## config.mk

```make
export PLATFORM = sky130hd
export DESIGN_NAME = shiftadd_scheduler_flat
export DESIGN_NICKNAME = d
export VERILOG_FILES = /design/src/rtl/shiftadd_pkg.sv /design/src/rtl/shiftadd_scheduler_if.sv /design/src/rtl/rr_arbiter.sv /design/src/rtl/shiftadd_scheduler.sv /design/src/flat_wrapper.sv
export SDC_FILE = /design/constraint.sdc
export NUM_CORES = 1
export LEC_CHECK = 0
export BUFFER_PORTS_ARGS = -buffer_cell sky130_fd_sc_hd__buf_2
export CELL_PAD_IN_SITES_DETAIL_PLACEMENT = 1
export CELL_PAD_IN_SITES_GLOBAL_PLACEMENT = 1
export CORE_AREA = 2 2 435 437
export CTS_CLUSTER_SIZE = 10
export DETAILED_ROUTE_END_ITERATION = 10
export DIE_AREA = 0 0 437 439
export PLACE_DENSITY = 0.43
export SLEW_MARGIN = 20
export SYNTH_ARGS = -nofsm -noshare
export SYNTH_HDL_FRONTEND = slang
export SYNTH_HIERARCHICAL = 1
export SYNTH_SLANG_ARGS = --single-unit
```

## constraint.sdc

```tcl
create_clock -name clk_i -period 5.3 [get_ports clk_i]
set_input_delay 0.265 -clock clk_i [delete_from_list [all_inputs] [get_ports clk_i]]
set_output_delay 0.265 -clock clk_i [all_outputs]
set_load 0.01 [all_outputs]
```

## src/rtl/shiftadd_pkg.sv

```systemverilog
// shiftadd_pkg: shared sizing, scheduler states and in-flight tag type for the reduction scheduler
package shiftadd_pkg;
    localparam int DATA_LENGTH = 64;
    localparam int NUM_CHUNKS = 3;
    localparam int LATENCY = NUM_CHUNKS + 1;
    localparam int ID_W = 3;
    typedef enum logic [1:0] {FLUSH, IDLE, RUN, DRAIN} sched_state_t;
    typedef struct packed {
        logic            valid;
        logic [ID_W-1:0] id;
    } tag_t;
endpackage

```

## src/rtl/shiftadd_scheduler_if.sv

```systemverilog
// shiftadd_scheduler_if: requester bus plus datapath hookup of the shared reduction unit
interface shiftadd_scheduler_if #(
    parameter int NUM_REQ = 4,
    parameter int DATA_LENGTH = shiftadd_pkg::DATA_LENGTH
);
    logic [NUM_REQ-1:0]             req_valid, req_ready, rsp_valid;
    logic [NUM_REQ*DATA_LENGTH-1:0] req_x, req_m, req_m_bl;
    logic [DATA_LENGTH-1:0]         rsp_result, dp_x, dp_m, dp_m_bl, dp_result;
    logic                           dp_start, dp_valid;
    modport master (
        output req_valid, req_x, req_m, req_m_bl, dp_result, dp_valid,
        input  req_ready, rsp_valid, rsp_result, dp_start, dp_x, dp_m, dp_m_bl
    );
    modport slave (
        input  req_valid, req_x, req_m, req_m_bl, dp_result, dp_valid,
        output req_ready, rsp_valid, rsp_result, dp_start, dp_x, dp_m, dp_m_bl
    );
endinterface

```

## src/rtl/rr_arbiter.sv

```systemverilog
// rr_arbiter: one-hot grant to the first requester at or after the rotating pointer
module rr_arbiter #(
    parameter int NUM_REQ = 4,
    localparam int IW = $clog2(NUM_REQ)
) (
    input  logic [NUM_REQ-1:0] req,
    input  logic [IW-1:0]      ptr,
    output logic [NUM_REQ-1:0] gnt,
    output logic [IW-1:0]      idx,
    output logic               any
);
    logic [IW:0] j;
    assign any = |req;
    // scan downwards so the closest requester to the pointer is the last one written
    always_comb begin
        gnt = '0;
        idx = '0;
        j = '0;
        for (int k = NUM_REQ - 1; k >= 0; k--) begin
            j = {1'b0, ptr} + (IW + 1)'(k);
            j = j >= (IW + 1)'(NUM_REQ) ? j - (IW + 1)'(NUM_REQ) : j;
            if (req[j[IW-1:0]]) begin
                gnt = '0;
                gnt[j[IW-1:0]] = 1'b1;
                idx = j[IW-1:0];
            end
        end
    end
endmodule

```

## src/rtl/shiftadd_scheduler.sv

```systemverilog
// shiftadd_scheduler: round-robin sharing of one pipelined modular-reduction unit,
// keeping the modulus stable while operations are in flight
module shiftadd_scheduler #(
    parameter int NUM_REQ = 4,
    parameter int DATA_LENGTH = shiftadd_pkg::DATA_LENGTH,
    parameter int LATENCY = shiftadd_pkg::LATENCY
) (
    input  logic                      clk_i,
    input  logic                      rst_i,
    shiftadd_scheduler_if.slave       bus,
    output logic                      busy_o,
    output logic                      err_o
);
    import shiftadd_pkg::*;
    localparam int IW = $clog2(NUM_REQ);
    localparam int CW = $clog2(LATENCY + 3);
    localparam int FW = $clog2(LATENCY + 2);
    sched_state_t           state;
    logic [IW-1:0]          ptr, held, win, sel;
    logic [CW-1:0]          cnt;
    logic [FW-1:0]          fcnt;
    logic [DATA_LENGTH-1:0] cfg_m, cfg_m_bl, w_m, w_m_bl;
    logic                   cfg_valid, any, compat, issue, ret, drain, act;
    logic [NUM_REQ-1:0]     gnt;
    tag_t [LATENCY:0]       tags;

    rr_arbiter #(.NUM_REQ(NUM_REQ)) u_arb (
        .req(bus.req_valid),
        .ptr(ptr),
        .gnt(gnt),
        .idx(win),
        .any(any)
    );

    assign w_m = bus.req_m[win*DATA_LENGTH +: DATA_LENGTH];
    assign w_m_bl = bus.req_m_bl[win*DATA_LENGTH +: DATA_LENGTH];
    assign compat = !cfg_valid || (w_m == cfg_m && w_m_bl == cfg_m_bl);
    assign act = state == IDLE || state == RUN;
    assign ret = tags[LATENCY].valid;
    // an incompatible winner only waits when something is still using the current modulus
    assign drain = act && any && !compat && cnt != '0;
    assign bus.req_ready = state == DRAIN ? ((cnt == '0 && bus.req_valid[held]) ? NUM_REQ'(1) << held : '0)
                         : (act && any && (compat || cnt == '0)) ? gnt : '0;
    assign issue = |bus.req_ready;
    assign sel = state == DRAIN ? held : win;
    assign bus.dp_m = cfg_m;
    assign bus.dp_m_bl = cfg_m_bl;
    assign busy_o = cnt != '0 || state != IDLE;

    always_ff @(posedge clk_i) begin
        if (rst_i) begin
            state <= FLUSH;
            fcnt <= '0;
            cnt <= '0;
            ptr <= '0;
            held <= '0;
            tags <= '0;
            cfg_valid <= 1'b0;
            cfg_m <= '0;
            cfg_m_bl <= '0;
            bus.dp_start <= 1'b0;
            bus.dp_x <= '0;
            bus.rsp_valid <= '0;
            bus.rsp_result <= '0;
            err_o <= 1'b0;
        end else begin
            bus.dp_start <= issue;
            tags <= {tags[LATENCY-1:0], issue, ID_W'(sel)};
            cnt <= cnt + CW'(issue) - CW'(ret);
            bus.rsp_valid <= ret ? NUM_REQ'(1) << tags[LATENCY].id : '0;
            if (ret) bus.rsp_result <= bus.dp_result;
            if (state != FLUSH && bus.dp_valid != ret) err_o <= 1'b1;
            // a compatible issue reloads identical values, so cfg can load on every issue
            if (issue) begin
                bus.dp_x <= bus.req_x[sel*DATA_LENGTH +: DATA_LENGTH];
                cfg_m <= bus.req_m[sel*DATA_LENGTH +: DATA_LENGTH];
                cfg_m_bl <= bus.req_m_bl[sel*DATA_LENGTH +: DATA_LENGTH];
                cfg_valid <= 1'b1;
                ptr <= sel == IW'(NUM_REQ - 1) ? '0 : sel + 1'b1;
            end
            if (drain) held <= win;
            case (state)
                FLUSH: begin
                    fcnt <= fcnt + 1'b1;
                    state <= fcnt == FW'(LATENCY) ? IDLE : FLUSH;
                end
                DRAIN:   state <= cnt != '0 ? DRAIN : issue ? RUN : IDLE;
                default: state <= issue ? RUN : drain ? DRAIN : (!any && cnt == '0) ? IDLE : state;
            endcase
        end
    end
endmodule
```

## src/flat_wrapper.sv

```systemverilog
// flat-port wrapper written by rule: the top's interface ports become plain ports
module shiftadd_scheduler_flat import shiftadd_pkg::*;
#(
    parameter int NUM_REQ = 4,
    parameter int DATA_LENGTH = shiftadd_pkg::DATA_LENGTH,
    parameter int LATENCY = shiftadd_pkg::LATENCY
)
  (clk_i, rst_i, busy_o, err_o, bus_req_valid, bus_req_x, bus_req_m, bus_req_m_bl, bus_dp_result, bus_dp_valid, bus_req_ready, bus_rsp_valid, bus_rsp_result, bus_dp_start, bus_dp_x, bus_dp_m, bus_dp_m_bl);
  shiftadd_scheduler_if #(.NUM_REQ(NUM_REQ), .DATA_LENGTH(DATA_LENGTH)) bus_i ();
  input  logic clk_i;
  input  logic rst_i;
  output logic busy_o;
  output logic err_o;
  input wire logic [$bits(bus_i.req_valid)-1:0] bus_req_valid;
  input wire logic [$bits(bus_i.req_x)-1:0] bus_req_x;
  input wire logic [$bits(bus_i.req_m)-1:0] bus_req_m;
  input wire logic [$bits(bus_i.req_m_bl)-1:0] bus_req_m_bl;
  input wire logic [$bits(bus_i.dp_result)-1:0] bus_dp_result;
  input wire logic [$bits(bus_i.dp_valid)-1:0] bus_dp_valid;
  output wire logic [$bits(bus_i.req_ready)-1:0] bus_req_ready;
  output wire logic [$bits(bus_i.rsp_valid)-1:0] bus_rsp_valid;
  output wire logic [$bits(bus_i.rsp_result)-1:0] bus_rsp_result;
  output wire logic [$bits(bus_i.dp_start)-1:0] bus_dp_start;
  output wire logic [$bits(bus_i.dp_x)-1:0] bus_dp_x;
  output wire logic [$bits(bus_i.dp_m)-1:0] bus_dp_m;
  output wire logic [$bits(bus_i.dp_m_bl)-1:0] bus_dp_m_bl;
  assign bus_i.req_valid = bus_req_valid;
  assign bus_i.req_x = bus_req_x;
  assign bus_i.req_m = bus_req_m;
  assign bus_i.req_m_bl = bus_req_m_bl;
  assign bus_i.dp_result = bus_dp_result;
  assign bus_i.dp_valid = bus_dp_valid;
  assign bus_req_ready = bus_i.req_ready;
  assign bus_rsp_valid = bus_i.rsp_valid;
  assign bus_rsp_result = bus_i.rsp_result;
  assign bus_dp_start = bus_i.dp_start;
  assign bus_dp_x = bus_i.dp_x;
  assign bus_dp_m = bus_i.dp_m;
  assign bus_dp_m_bl = bus_i.dp_m_bl;
  shiftadd_scheduler #(.NUM_REQ(NUM_REQ), .DATA_LENGTH(DATA_LENGTH), .LATENCY(LATENCY)) u_core (.clk_i(clk_i), .rst_i(rst_i), .bus(bus_i), .busy_o(busy_o), .err_o(err_o));
endmodule
```

-- Yosys cells after proc, flatten, opt, wreduce, memory -nomap -nowiden
Index checks and enable logic that the tools add are counted.
- bitwise gates (word level): 1
- reductions and logical operators: 27
- multiply operators: 0
- $add $sub $neg: 11
- order comparisons: 13
- equality and inequality tests: 9
- muxes and demuxes: 42
- shifts and indexed selects: 7
- div/mod/pow operators: 0
- operators with widths (operator ; count):
    $shiftx 256x9->64 ; 5
    $eq 64x64->1 ; 2
    $mux 2 ; 15
    $mux 4 ; 7
    $lt 2x3->1 const B ; 5
    $logic_and 1x1->1 ; 12
    $bmux 1 s2 ; 5
    $mux 1 ; 10
    $ge 3x3->1 const B ; 3
    $demux 1 s2 ; 4
    $ge 2x1->1 const B ; 4
    $reduce_or 4->1 ; 2
    $sub 2x1->2 const B ; 4
    $add 2x2->3 const B ; 2
    $eq 2x2->1 const B ; 3
    $reduce_bool 5->1 ; 1
    $logic_or 1x1->1 ; 4
    $pmux 2 s2 ; 1
    $shl 1x2->4 const A ; 1
    $shl 1x3->4 const A ; 1
    $add 2x1->3 const B ; 1
    $add 3x1->3 ; 1
    $add 3x1->3 const B ; 1
    $eq 3x3->1 const B ; 1
    13 further kinds ; 15
- output and inout bits: 267
- bits in registers: 294
- latch bits: 0
- input bits: 839
- memories kept: 0
- ROM bits: 0
- memory bits (writable): 0
- word-level logic and storage cells: 133

-- Longest topological paths before layout
- word-level depth: 21
- mapped depth: 25
- depth with buffers taken out: 18

-- Hierarchy
The synthesis kept the hierarchy.
- by module, submodules not included (module ; cells an instance ; seq. area each (sq um) ; times used ; area an instance (sq um)):
    shiftadd_scheduler ; 1796 ; 5785.5 ; 1 ; 19889.1
    rr_arbiter ; 67 ; 0.0 ; 1 ; 530.5

-- Worst setup path after synthesis
No wires, ideal clock.
- kind: flip-flop to flip-flop
- from: reg u_core.ptr[0]
- to: reg u_core.cnt[2]
- stages on the path, launching flop included: 20
- data required time: 5172 ps
- library setup time: 128 ps
- period minus slack after synthesis: 5404 ps
- buffers on the path: 4
- arrival time: 5277 ps
- slack: -104 ps
- cells stage by stage: dfxtp_1 buf_6 mux4_1 a311o_1 o32ai_1 buf_1 clkbuf_1 mux4_2 xnor2_1 nand4_1 nor4_1 nand4_1 nor3_4 buf_4 nor2_1 xnor2_1 ha_1 fa_1 xnor2_1 nor2_1
- longest elaborated chain between the ends: 20
- elaborated cells between the ends (all ways): 64
- classes of those cells: add/sub: 9; order compare: 12; eq/ne: 2; shift: 2; mux: 30; reduce/logical: 9
- ends and longest elaborated chain (element ; line ; RTL):
    start: declaration ; shiftadd_scheduler.sv:19 ; logic [IW-1:0] ptr, held, win, sel;
    start signal: assignment ; shiftadd_scheduler.sv:79 ; ptr <= sel == IW'(NUM_REQ - 1) ? '0 : sel + 1'b1;
    $add 2x2->3 ; rr_arbiter.sv:20 ; j = {1'b0, ptr} + (IW + 1)'(k);
    $ge 3x3->1 / $sub 2x1->2 (equally long branches) ; rr_arbiter.sv:21 ; j = j >= (IW + 1)'(NUM_REQ) ? j - (IW + 1)'(NUM_REQ) : j;
    $mux 2 ; rr_arbiter.sv:21 ;
    $bmux 1 s2 ; rr_arbiter.sv:22 ; if (req[j[IW-1:0]]) begin
    $mux 1 (implied by the code) ; rr_arbiter.sv:22 ;
    $mux 2 (3 in a row) ; rr_arbiter.sv:22 ;
    $mux 2 * ; rr_arbiter.sv:22 ;
    named net u_core.win[0] ; shiftadd_scheduler.sv:19 ;
    [... 3 more ...] ; n/a ;
    $logic_or 1x1->1 * ; shiftadd_scheduler.sv:37 ; assign compat = !cfg_valid || (w_m == cfg_m && w_m_bl == cfg_m_bl);
    $logic_or 1x1->1 * ; shiftadd_scheduler.sv:43 ; : (act && any && (compat || cnt == '0)) ? gnt : '0;
    $logic_and 1x1->1 * ; shiftadd_scheduler.sv:43 ;
    $mux 4 * ; shiftadd_scheduler.sv:43 ;
    $mux 4 * ; shiftadd_scheduler.sv:42 ; assign bus.req_ready = state == DRAIN ? ((cnt == '0 && bus.req_valid[held]) ? NUM_REQ'(1) << held : '0)
    $reduce_or 4->1 * ; shiftadd_scheduler.sv:44 ; assign issue = |bus.req_ready;
    $add 3x1->3 * ; shiftadd_scheduler.sv:69 ; cnt <= cnt + CW'(issue) - CW'(ret);
    $sub 3x1->3 * ; shiftadd_scheduler.sv:69 ;
    end signal: assignment ; shiftadd_scheduler.sv:69 ;
    end: declaration ; shiftadd_scheduler.sv:20 ; logic [CW-1:0] cnt;
The timed path passes the listed nets; every way through them passes the cells marked *. The select of a mux whose other input is x is not followed.
A chain may end at the register's enable or synchronous reset.

-- Worst setup path after layout
- from: reg u_core.ptr[0]
- to: out bus_req_ready[1]
- longest elaborated chain between the ends: 17
- elaborated cells between the ends (all ways): 61
- classes of those cells: add/sub: 7; order compare: 12; eq/ne: 2; shift: 2; mux: 30; reduce/logical: 8
- ends and longest elaborated chain (element ; line ; RTL):
    $add 2x2->3 ; rr_arbiter.sv:20 ;
    $ge 3x3->1 / $sub 2x1->2 (equally long branches) ; rr_arbiter.sv:21 ;
    $mux 2 ; rr_arbiter.sv:21 ;
    $bmux 1 s2 ; rr_arbiter.sv:22 ;
    $mux 1 (implied by the code) ; rr_arbiter.sv:22 ;
    $mux 2 (3 in a row) ; rr_arbiter.sv:22 ;
    $mux 2 * ; rr_arbiter.sv:22 ;
    named net u_core.win[0] ; shiftadd_scheduler.sv:19 ;
    $shiftx 256x9->64 (on tied branches) ; shiftadd_scheduler.sv:35, shiftadd_scheduler.sv:36 ;
    $eq 64x64->1 ; shiftadd_scheduler.sv:37 ;
    $logic_and 1x1->1 * ; shiftadd_scheduler.sv:37 ;
    $logic_or 1x1->1 * ; shiftadd_scheduler.sv:37 ;
    $logic_or 1x1->1 * ; shiftadd_scheduler.sv:43 ;
    $logic_and 1x1->1 * ; shiftadd_scheduler.sv:43 ;
    $mux 4 * ; shiftadd_scheduler.sv:43 ;
    $mux 4 * ; shiftadd_scheduler.sv:42 ;
    end: declaration ; flat_wrapper.sv:20 ; output wire logic [$bits(bus_i.req_ready)-1:0] bus_req_ready;
Marked as above.

==> reports/results.txt <==
worst r2r path cells - 26
fin area - 0.0381 mm2
top cells by area, synth - mux4_2 36%, dfxtp_1 28%, xnor2_1 5.7%, a21oi_1 4.9%, nand3_1 4.8%
Post-route DRC - 0
GR Overflow Total - 0
worst skew pair latency - 0.68 ns
CP Data Required Time - 5.04 ns
Std-Cell Rows - 159
kind of cell adding the most delay to the critical path - buffers and inverters
# port buffers - 1105
first-pass GRT wire length - 248000 um
worst r2r src - u_core/ptr[0]
initial antenna violation count - 146
ys async rst share - 0%
P_leak - 14.4 nW
vias in the first global route - 25100
worst setup path class - flop to primary output
drt wl/cell - 33.3 um
final total power - 23.4 mW
routed wire length - 192000 um
P&R area growth vs syn - 86.4%
# nets final - 4074
fin crit period - 5.61 ns
status - finished with violations
Vias/cell - 4.19
Min-Delay Path Depth - 2
Final HPWL DP - 151000 um
Initial Util - 10.9%
H-tree levels - 2
routed vias - 24200
CP peak stage delay - 0.52 ns
EDFF count, synth - 0
Pwr Density - 614 mW/mm2
Setup Skew - 0.0311 ns
commonest non-fill, non-tap cell in the layout - buf_2
Mapped Nets - 2717
share of total power in sequential cells - 14.3%
crit-path cells - mux4_2 -> a311o_1 -> o32ai_4 -> buf_6 -> buf_12 -> buf_4 -> buf_12 -> mux4_2 -> xnor2_2 -> buf_4 -> nand4_1 -> buf_4 -> nor4_1 -> nand4_1 -> buf_4 -> buf_6 -> nor2_4 -> o21ai_2 -> o22ai_2 -> buf_6 -> buf_6
WP buf/inv - 10
Slew headroom - 26.2%
CTS tree - yes
Pins Over Slew Limit - 0
Yosys top cell area share - 35.5%
CTS clock-pin slew for the worst setup and hold paths - 0.06 ns
Max clock buf depth - 3
crit path max fanout - 7
pin count of the biggest net entering global routing - 115
layout cells sized above 1 - 73.2%
CP Launch Point - u_core/ptr[0]
Comb pwr share - 70.8%
TritonCTS Buffers - 48
Slew @ Worst Pin - 1.11 ns
final setup fails - 198
Final Hold Vio Count - 0
NetSw - 10.9 mW
CTS sink count - 289
setup ws final - -0.313 ns
startpoint types - flop
number of synthesized register bits - 289
fin crit share - 106%
critical path capture point type - primary output
DRT Pass-1 Iters - 5
leading area contributor after synthesis - mux4_2
Pint - 12.4 mW
most frequent cells in the layout - 1100 x buf_2, 323 x mux4_2, 286 x dfxtp_1, 191 x buf_4, 173 x a21oi_2
Distinct cells, synth - 57
FF-to-FF End - u_core/bus.dp_m[22]
Highest Clock Rate - 178 MHz
reg2reg setup slack - -0.19 ns
post-route ant nets - 0
fillers - 21500
WHS Endpoint - u_core/tags[0]
Die Height - 439 um
hold_sp - rst_i
clock tree root driver cell - clkbuf_16
die area - 0.192 mm2
Ys Warns - 6
Routability Congestion - 0.894
Worst EP arrival - 5.35 ns
I/O pin count - 1106
Die Span X - 437 um
Max rail drop VDD - 0.594 mV
MaxCap Viol Count - 0
CORE AREA - 0.187 mm2
Clock power frac - 14.9%
worst hold path class - primary input to flop
GR Util All Layers - 19.2%
failing checks - negative setup slack
dominant synthesized flop cell - dfxtp_1
synthesized area per cell - 11.0 um2
Area after DPL - 0.0303 mm2
register area share after synthesis - 28.3%
First DRT Iteration DRCs - 1656
cell area after synthesis - 0.0204 mm2
gate count after technology mapping - 1863
CP max stage cell - mux4_2
switching power share of the total - 46.7%
RSZ-0062 raised after global routing - yes
sequential cells by signal (all words and copies together), names as in the netlist, 3 cells and up:
register and cells:
u_core/bus.dp_m 64, u_core/bus.dp_m_bl 64, u_core/bus.dp_x 64, u_core/bus.rsp_result 64, u_core/tags 14, u_core/bus.rsp_valid 4
u_core/cnt 3, u_core/fcnt 3
cells by family after synthesis:
| logic type | after synthesis | synth area share (%) |
|---|---|---|
| multiplexers | 397 | 39.3 |
| buffers and inverters | 217 | 5.18 |
| adder cells (fa/ha/maj) | 15 | 0.956 |
| XOR/XNOR | 135 | 5.79 |
| flip-flops | 289 | 28.3 |
| AND/OR/NAND/NOR | 385 | 9.55 |
| AO/OA/AOI/OAI | 425 | 10.9 |
power groups by stage:
stage | registers (mW) | clock network (mW) | logic, mW
after floorplan | 3.33 | 0 | 7.26
after global placement | 3.20 | 0 | 14.3
after CTS | 3.24 | 3.65 | 15.7
final | 3.34 | 3.49 | 16.5
after global routing | 3.41 | 3.68 | 17.4
after detailed placement | 3.21 | 0 | 14.3
cells in the mapped netlist, types with 3 or more instances:
master,count
mux2i_1,72
nand3_1,195
dfxtp_1,289
mux4_2,322
ha_1,14
nand2_1,13
nand4_1,35
buf_2,25
xnor2_1,134
buf_6,27
nor2_1,88
a21oi_1,201
o21ai_1,78
clkbuf_1,121
nor4_1,9
o211ai_1,5
nor2b_1,15
a221oi_1,3
inv_1,12
nand3b_1,3
o21ai_0,119
nor3_1,7
buf_1,29
and2_1,4
worst max-delay path by stage:
| stage | depth (start not counted) | slack (ns) | end |
|---|---|---|---|
| 2_1_floorplan | 19 | 0.03 | u_core/cnt[2] |
| 3_5_place_dp | 20 | -1.18 | u_core/cnt[2] |
| 5_1_grt | 26 | -0.57 | bus_req_ready[0] |
| 3_3_place_gp | 20 | -1.20 | u_core/cnt[2] |
| 4_1_cts | 24 | -0.57 | bus_req_ready[0] |
| 6_report | 21 | -0.31 | bus_req_ready[1] |
through the flow:
step | worst slack (ns) | TNS (ns) | cells | hold slack, ns | utilization, %
2_1_floorplan | 0.0326 | 0 | 1863 | 0.412 | -
3_3_place_gp | -1.20 | -205.14 | 5478 | 0.420 | 16.2
3_5_place_dp | -1.18 | -214.13 | 5478 | 0.423 | 16.2
4_1_cts | -0.566 | -53.97 | 5726 | 0.0000798 | 19.4
5_1_grt | -0.571 | -75.04 | 5765 | 0.0643 | 20.3
6_report | -0.313 | -20.96 | 5775 | 0.0640 | 20.4
layout make-up:
cell class	instances	area, um2	area share [%]
Tap cell	2495	3120	8.20
Antenna cell	28	70.1	0.184
Timing Repair Buffer	1512	10700	28.2
Multi-Input combinational cell	1357	16700	43.8
Clock inverter	24	342	0.897
Sequential cell	289	5790	15.2
Inverter	12	45.0	0.118
Clock buffer	58	1300	3.41
layer usage:
metal | vias up | GRT usage [%] | wire, um
met2 | 1033 | 32.5 | 93700
met5 | - | 0 | 751
met3 | 369 | 7.17 | 18400
met1 | 12500 | 22.9 | 73800
met4 | 120 | 4.86 | 5610
li1 | 10100 | - | -
timing repair:
action / CTS / global route
gates resized for setup: 489 / 354
setup buffers: 61 / 40
gates cloned: 44 / 2
endpoints found under the hold margin: 65 / 0
hold buffers: 65 / 0
pin swaps: 160 / 170
setup endpoints to repair: 207 / 206
Power figures use the tool's default switching activity.
